<file path="src/rtl/serial_adder_pkg.sv">
// Shared types for the bit-serial adder: FSM state encoding.
package serial_adder_pkg;

   // Encoding 2'd3 is never entered; the FSM treats it as IDLE.
   typedef enum logic [1:0] {
      ST_IDLE = 2'd0,
      ST_RUN  = 2'd1,
      ST_DONE = 2'd2
   } state_t;

endpackage

</file>
<file path="src/rtl/serial_adder_if.sv">
// Request/result bundle of the serial adder plus a debug view of the FSM state.
interface serial_adder_if
   import serial_adder_pkg::*;
#(
   parameter int WIDTH = 8
);
   // start is sampled on clk and accepted only in IDLE or DONE; a/b/cin matter only on
   // that edge. done pulses for one cycle, and sum/cout hold until the next result lands.
   logic             start;
   logic [WIDTH-1:0] a;
   logic [WIDTH-1:0] b;
   logic             cin;
   logic             busy;
   logic             done;
   logic [WIDTH-1:0] sum;
   logic             cout;
   state_t           dbg_state;

   modport master (output start, a, b, cin, input busy, done, sum, cout, dbg_state);
   modport slave  (input start, a, b, cin, output busy, done, sum, cout, dbg_state);
endinterface

</file>
<file path="src/rtl/serial_adder_fulladder.sv">
// One-bit full adder slice used by the serial adder.
module serial_adder_fulladder (
   input  logic a,
   input  logic b,
   input  logic cin,
   output logic sum,
   output logic cout
);
   assign sum  = a ^ b ^ cin;
   assign cout = (a & b) | (a & cin) | (b & cin);
endmodule

</file>
<file path="src/rtl/serial_adder.sv">
// Bit-serial WIDTH-bit adder: one bit per clock, LSB first, through a single full-adder
// slice with the carry fed back through a flip-flop.
module serial_adder
   import serial_adder_pkg::*;
#(
   parameter int WIDTH = 8
) (
   input  logic           clk,
   input  logic           reset,
   serial_adder_if.slave  bus
);
   localparam int             CW       = (WIDTH > 1) ? $clog2(WIDTH) : 1;
   localparam logic [CW-1:0] LAST_BIT = CW'(WIDTH - 1);

   state_t           r_state;
   state_t           w_state_next;
   logic             w_load;
   logic             w_step;
   logic             w_last;
   logic [WIDTH-1:0] r_sh_a;
   logic [WIDTH-1:0] r_sh_b;
   logic [WIDTH-1:0] r_sh_s;
   logic             r_carry;
   logic [CW-1:0]    r_cnt;
   logic [WIDTH-1:0] r_sum;
   logic             r_cout;
   logic             w_s;
   logic             w_co;

   serial_adder_fulladder u_fa (
      .a    (r_sh_a[0]),
      .b    (r_sh_b[0]),
      .cin  (r_carry),
      .sum  (w_s),
      .cout (w_co)
   );

   assign w_last = (r_cnt == LAST_BIT);

   always_ff @(posedge clk or posedge reset) begin
      if (reset) r_state <= ST_IDLE;
      else       r_state <= w_state_next;
   end

   always_comb begin
      w_state_next = r_state;
      w_load       = 1'b0;
      w_step       = 1'b0;
      case (r_state)
         ST_IDLE: begin
            if (bus.start) begin
               w_load       = 1'b1;
               w_state_next = ST_RUN;
            end
         end
         ST_RUN: begin
            w_step = 1'b1;
            if (w_last) w_state_next = ST_DONE;
         end
         ST_DONE: begin
            if (bus.start) begin
               w_load       = 1'b1;
               w_state_next = ST_RUN;
            end else begin
               w_state_next = ST_IDLE;
            end
         end
         default: w_state_next = ST_IDLE;
      endcase
   end

   // Result registers move only on the final bit, so sum/cout never ripple during RUN.
   always_ff @(posedge clk or posedge reset) begin
      if (reset) begin
         r_sh_a  <= '0;
         r_sh_b  <= '0;
         r_sh_s  <= '0;
         r_carry <= 1'b0;
         r_cnt   <= '0;
         r_sum   <= '0;
         r_cout  <= 1'b0;
      end else if (w_load) begin
         r_sh_a  <= bus.a;
         r_sh_b  <= bus.b;
         r_sh_s  <= '0;
         r_carry <= bus.cin;
         r_cnt   <= '0;
      end else if (w_step) begin
         r_sh_a  <= r_sh_a >> 1;
         r_sh_b  <= r_sh_b >> 1;
         r_sh_s  <= {w_s, r_sh_s[WIDTH-1:1]};
         r_carry <= w_co;
         r_cnt   <= r_cnt + 1'b1;
         if (w_last) begin
            r_sum  <= {w_s, r_sh_s[WIDTH-1:1]};
            r_cout <= w_co;
         end
      end
   end

   assign bus.busy      = (r_state == ST_RUN);
   assign bus.done      = (r_state == ST_DONE);
   assign bus.sum       = r_sum;
   assign bus.cout      = r_cout;
   assign bus.dbg_state = r_state;
endmodule

</file>
<file path="src/flat_wrapper.sv">
// flat-port wrapper written by rule: the top's interface ports become plain ports
module serial_adder_flat import serial_adder_pkg::*;
#(
   parameter int WIDTH = 8
)
  (clk, reset, bus_start, bus_a, bus_b, bus_cin, bus_busy, bus_done, bus_sum, bus_cout, bus_dbg_state);
  serial_adder_if #(.WIDTH(WIDTH)) bus_i ();
  input  logic clk;
  input  logic reset;
  input wire logic [$bits(bus_i.start)-1:0] bus_start;
  input wire logic [$bits(bus_i.a)-1:0] bus_a;
  input wire logic [$bits(bus_i.b)-1:0] bus_b;
  input wire logic [$bits(bus_i.cin)-1:0] bus_cin;
  output wire logic [$bits(bus_i.busy)-1:0] bus_busy;
  output wire logic [$bits(bus_i.done)-1:0] bus_done;
  output wire logic [$bits(bus_i.sum)-1:0] bus_sum;
  output wire logic [$bits(bus_i.cout)-1:0] bus_cout;
  output wire logic [$bits(bus_i.dbg_state)-1:0] bus_dbg_state;
  assign bus_i.start = bus_start;
  assign bus_i.a = bus_a;
  assign bus_i.b = bus_b;
  assign bus_i.cin = bus_cin;
  assign bus_busy = bus_i.busy;
  assign bus_done = bus_i.done;
  assign bus_sum = bus_i.sum;
  assign bus_cout = bus_i.cout;
  assign bus_dbg_state = bus_i.dbg_state;
  serial_adder #(.WIDTH(WIDTH)) u_core (.clk(clk), .reset(reset), .bus(bus_i));
endmodule
</file>
<file path="config.mk">
export PLATFORM = sky130hd
export DESIGN_NAME = serial_adder_flat
export DESIGN_NICKNAME = d
export VERILOG_FILES = /design/src/rtl/serial_adder_pkg.sv /design/src/rtl/serial_adder_if.sv /design/src/rtl/serial_adder_fulladder.sv /design/src/rtl/serial_adder.sv /design/src/flat_wrapper.sv
export SDC_FILE = /design/constraint.sdc
export NUM_CORES = 1
export LEC_CHECK = 0
export ABC_AREA = 1
export CAP_MARGIN = 25
export CORE_MARGIN = 3
export CORE_UTILIZATION = 51
export CTS_CLUSTER_SIZE = 14
export DETAILED_ROUTE_END_ITERATION = 10
export PLACE_DENSITY = 0.78
export SLEW_MARGIN = 0
export SYNTH_ARGS = -nofsm -noshare
export SYNTH_HDL_FRONTEND = slang
export SYNTH_HIERARCHICAL = 1
export SYNTH_SLANG_ARGS = --single-unit
</file>
<file path="constraint.sdc">
create_clock -name clk -period 1.41 [get_ports clk]
set_input_delay 0.3525 -clock clk [delete_from_list [all_inputs] [get_ports clk]]
set_output_delay 0.3525 -clock clk [all_outputs]
set_load 0.005 [all_outputs]
</file>
Word-level counts from Yosys, hierarchy flattened
Index checks and enable logic that the tools add are counted.
Cells by class
  add/sub/neg operators: 1
  equal/unequal tests: 5
  multiplexer cells: 17
  bitwise gates (word level): 8
  reduce and logical (&&, ||, !) cells: 5
Operators with widths (number)
  $mux 8: 6
  $mux 1: 6
  $mux 3: 2
  $pmux 2 s3: 1
  $mux 2: 2
  $add 3x1->3 const B: 1
  $and 1x1->1: 3
  $eq 3x3->1 const B: 1
  $reduce_and 3->1: 1
  $eq 2x1->1 const B: 1
  $eq 2x2->1 const B: 1
  $logic_not 2->1: 1
  $ne 2x1->1 const B: 1
  $ne 2x2->1 const B: 1
  $or 1x1->1: 2
  $reduce_and 2->1: 1
  $reduce_bool 2->1: 1
  $reduce_or 2->1: 1
  $xor 1x1->1: 2
  $not 1->1: 1
Storage, ports and cells
  register bits after elaboration: 39
  bits of input ports: 20
  output and inout port bits: 13
  word-level logic and storage cells: 44

Longest topological paths before layout
  word-level depth: 5
  gate-level depth with buffers: 7
  gate-level depth less buffers: 6

Hierarchy
Netlist, hierarchy kept.
By module, submodules not included
  serial_adder: times used 1, cells an instance 218, area an instance 1791.7 µm², sequential area each 950.9 µm²
  serial_adder_fulladder: times used 1, cells an instance 1, area an instance 20.0 µm², sequential area each 0.0 µm²

Worst setup path after synthesis
Ideal clock, no wire load.
  path kind: reg-to-output
  from: register u_core.r_state[0] (netlist: u_core/bus.dbg_state[0])
  to: output bus_done
  arrival time: 0.813 ns
  required time: 1.058 ns
  setup slack: 0.244 ns
  cell stages (with the launch flop): 4
  buffers on the path: 2
  cell sequence: dfrtp_1 > buf_6 > buf_2 > nor2_1
Between the ends
  longest elaborated chain between the ends: 1
RTL lines
  start: declaration: line serial_adder.sv:15  | state_t r_state;
  start signal: assignment: line serial_adder.sv:42  | else r_state <= w_state_next;
  $eq 2x2->1: line serial_adder.sv:102  | assign bus.done = (r_state == ST_DONE);
  end: declaration: line flat_wrapper.sv:15  | output wire logic [$bits(bus_i.done)-1:0] bus_done;
Every way passes these cells.

Worst setup path in the final report
Same ends and word-level chain as after synthesis.

==> flow_summary.toml <==
[outcome]
status = "complete, but fails checks"
violations = "setup timing"

[route]
viasPerCell = 5.01
wirelength_mm = 3.96
wire_per_inst_microns = 12.6
ant_nets = 0
post-route-drc-count = 0
drt-initial-drc-count = 107
vias = 1574
drt_pass1_iterations = 4

[cells_and_area]
area_delta_synth_final_pct = 30.9
finalNonFillerCells = 314
layout-drive-gt1-share = 0.157
n_antenna_cell = 0
fillerInstances = 268
layout_commonest_cell = "nand2_1"
fin_nets = 290
most-common-layout-cells = "80 x nand2_1, 57 x nand3_1, 37 x dfrtp_1, 19 x clkdlybuf4s50_1, 18 x inv_1"

[timing]
clock-skew-final_ns = 0.0117
rsz0062_at_grt = "yes"
relSlewSlack = 0.865
finalCriticalPeriod_ns = 1.51
finalMaxSlewViolations = 0
final_hold_viol_count = 0
finalSetupViolations = 2
fmax_mhz = 663
finalCritPeriodShare = 1.07
tightest_slew_ns = 0.202
hold_ws_ns = 0.320
fin_ws_ns = -0.0975

[die]
fp.coreArea_sq_um = 3390
die_y_microns = 65.6
io_pins = 33
die_x_microns = 65.6
initial_utilization = 0.535
die_area_sq_um = 4300
placementRows = 21

[logic_synthesis]
ys_types = 18
synthXorXnorAreaFrac = 0
synth_top_family_by_area = "simple AND/OR/NAND/NOR gates"
syn_area_per_cell_sq_um = 8.27
syn-num-nets = 242
yosys_register_bits = 38
synth.area.mux_share = 0
syn_area_sq_um = 1810
synth_cells = 219
yosys.area_share.simple = 0.350
synth-compound-area-share = 0.00276
ys_warn_count = 6
yosysSeqAreaShare = 0.525
yosys.area_share.adder = 0.0249

[clocking]
htreeDepth = 2
cts_made_buffers = 5
cts.sinks = 38
path_clk_slew_ns = 0.12
holdBufCountCts = 0
cts_tree = "built"
cts-root-buf = "clkbuf_4"
cts.path.max_buffers = 2
worstSkewPairLatency_ns = 0.37

[critical_path]
r2r_start = "u_core/bus.dbg_state[0]"
worstSetupEndpointType = "output pin"
r2r_slack_ns = 0.06
crit_fanout = 3
path_buf_inv = 2
max_stage_delay_ns = 0.44
worstSetupPathType = "flip-flop to output pin"
startpoint = "u_core/bus.dbg_state[0]"
cp.required_ns = 1.06
crit_slowest_cell = "dfrtp_2"
arrival_ns = 1.16
crit_family = "flip-flops"
worstSetupStartpointType = "flip-flop"
path_cells = "buf_6 -> nor2_4 -> buf_2"

[place]
routabilityCongestion = 0.761
numPortBuffers = 32
preCtsSetupSlack_ns = -0.0910
dp_cells = 295
hpwl_mm = 2.49

[global_route]
gr-usage-all-layers = 0.198
grt_pass1_wl_mm = 6.35
overflow = 0
antenna_found_initial = 0
grt_start_max_net_pins = 39
grt_pass1_vias = 1399

[run]
maxCapViolations = 0

[worst_hold_path]
hold_class = "primary input to async pin"

[power]
powerDensity_nw_per_um2 = 2010
power_leakage_nw = 1.28
peakVddDrop_v = 0.00129
sequential cells by signal, indices dropped and copies added, names as in the netlist:
signal,flops
u_core/bus.cout,1
u_core/bus.dbg_state,2
u_core/bus.sum,8
u_core/r_carry,1
u_core/r_cnt,3
u_core/r_sh_a,8
u_core/r_sh_b,8
u_core/r_sh_s,7
report_power, final:
part	total [W]	switching, W	internal, W
Sequential	0.00190	0.000301	0.00159
Clock	0.000613	0.000372	0.000242
Combinational	0.00225	0.00121	0.00105
Total	0.00476	0.00188	0.00288
worst paths after layout:
kind	to	cells past startpoint
max in group asynchronous	u_core/bus.dbg_state[0]	3
setup / recovery	bus_done	3
min in group clk	u_core/bus.sum[3]	2
setup reg to reg	u_core/r_sh_s[1]	7
hold / removal	u_core/r_sh_b[0]	3
hold reg to reg	u_core/bus.sum[3]	2
worst min-delay path: cells and delay by family:
family                 cells  cell delay (ns)
buffers and inverters      3             0.71
what timing repair did:
action / in CTS / in global routing
gates resized for setup: 31 / 12
endpoints found under the setup margin: 13 / 39
gates cloned: 0 / 1
endpoints found under the hold margin: 0 / 0
pin swaps: 2 / 2
buffers inserted: 10 / 0
metrics by stage:
step	area, sq um	power [W]	util	TNS, ns
global placement	2200	0.00390	0.649	-0.141
global route	2370	0.00516	0.700	-0.371
CTS	2320	0.00466	0.686	-0.281
detailed placement	2200	0.00398	0.649	-0.137
floorplan	1810	0.00328	-	0
finish	2370	0.00476	0.700	-0.189
cell families (layout without fill, tap and decap cells):
family                   Yosys count  after routing
AND/OR/NAND/NOR                  144            145
flip-flops                        38             38
buffers and inverters             33             81
adder cells (fa/ha/maj)            3              3
AO/OA/AOI/OAI                      1              1
routing by layer:
metal  share of wire  track usage
met3           0.051       0.0427
met4           0.021        0.109
met5               0            0
met1            0.44        0.247
met2            0.49        0.317
cell usage after synthesis:
cell / number / area (sq um)
nand2_1: 81 / 304
nand3_1: 57 / 285
dfrtp_1: 38 / 951
inv_1: 18 / 67.6
buf_2: 7 / 35.0
buf_6: 5 / 56.3
ha_1: 2 / 25.0
clkbuf_2: 1 / 5.00
fa_1: 1 / 20.0
inv_2: 1 / 3.75
inv_6: 1 / 8.76
nand2_2: 1 / 6.26
nand2_4: 1 / 11.3
nor2_1: 1 / 3.75
nor2_2: 1 / 6.26
nor2_4: 1 / 11.3
o21ai_0: 1 / 5.00
or2_0: 1 / 6.26
final cells by class:
cell class              instances  area (sq um)  area share
flip-flops and latches         38           952       0.402
multi-input cells             149           711       0.300
repair buffers                 53           508       0.214
inverters                      20          82.6      0.0348
well taps                      46          57.6      0.0243
clock buffers                   7          55.1      0.0232
clock inverters                 1          5.00     0.00211
Power figures use the tool's default switching activity.
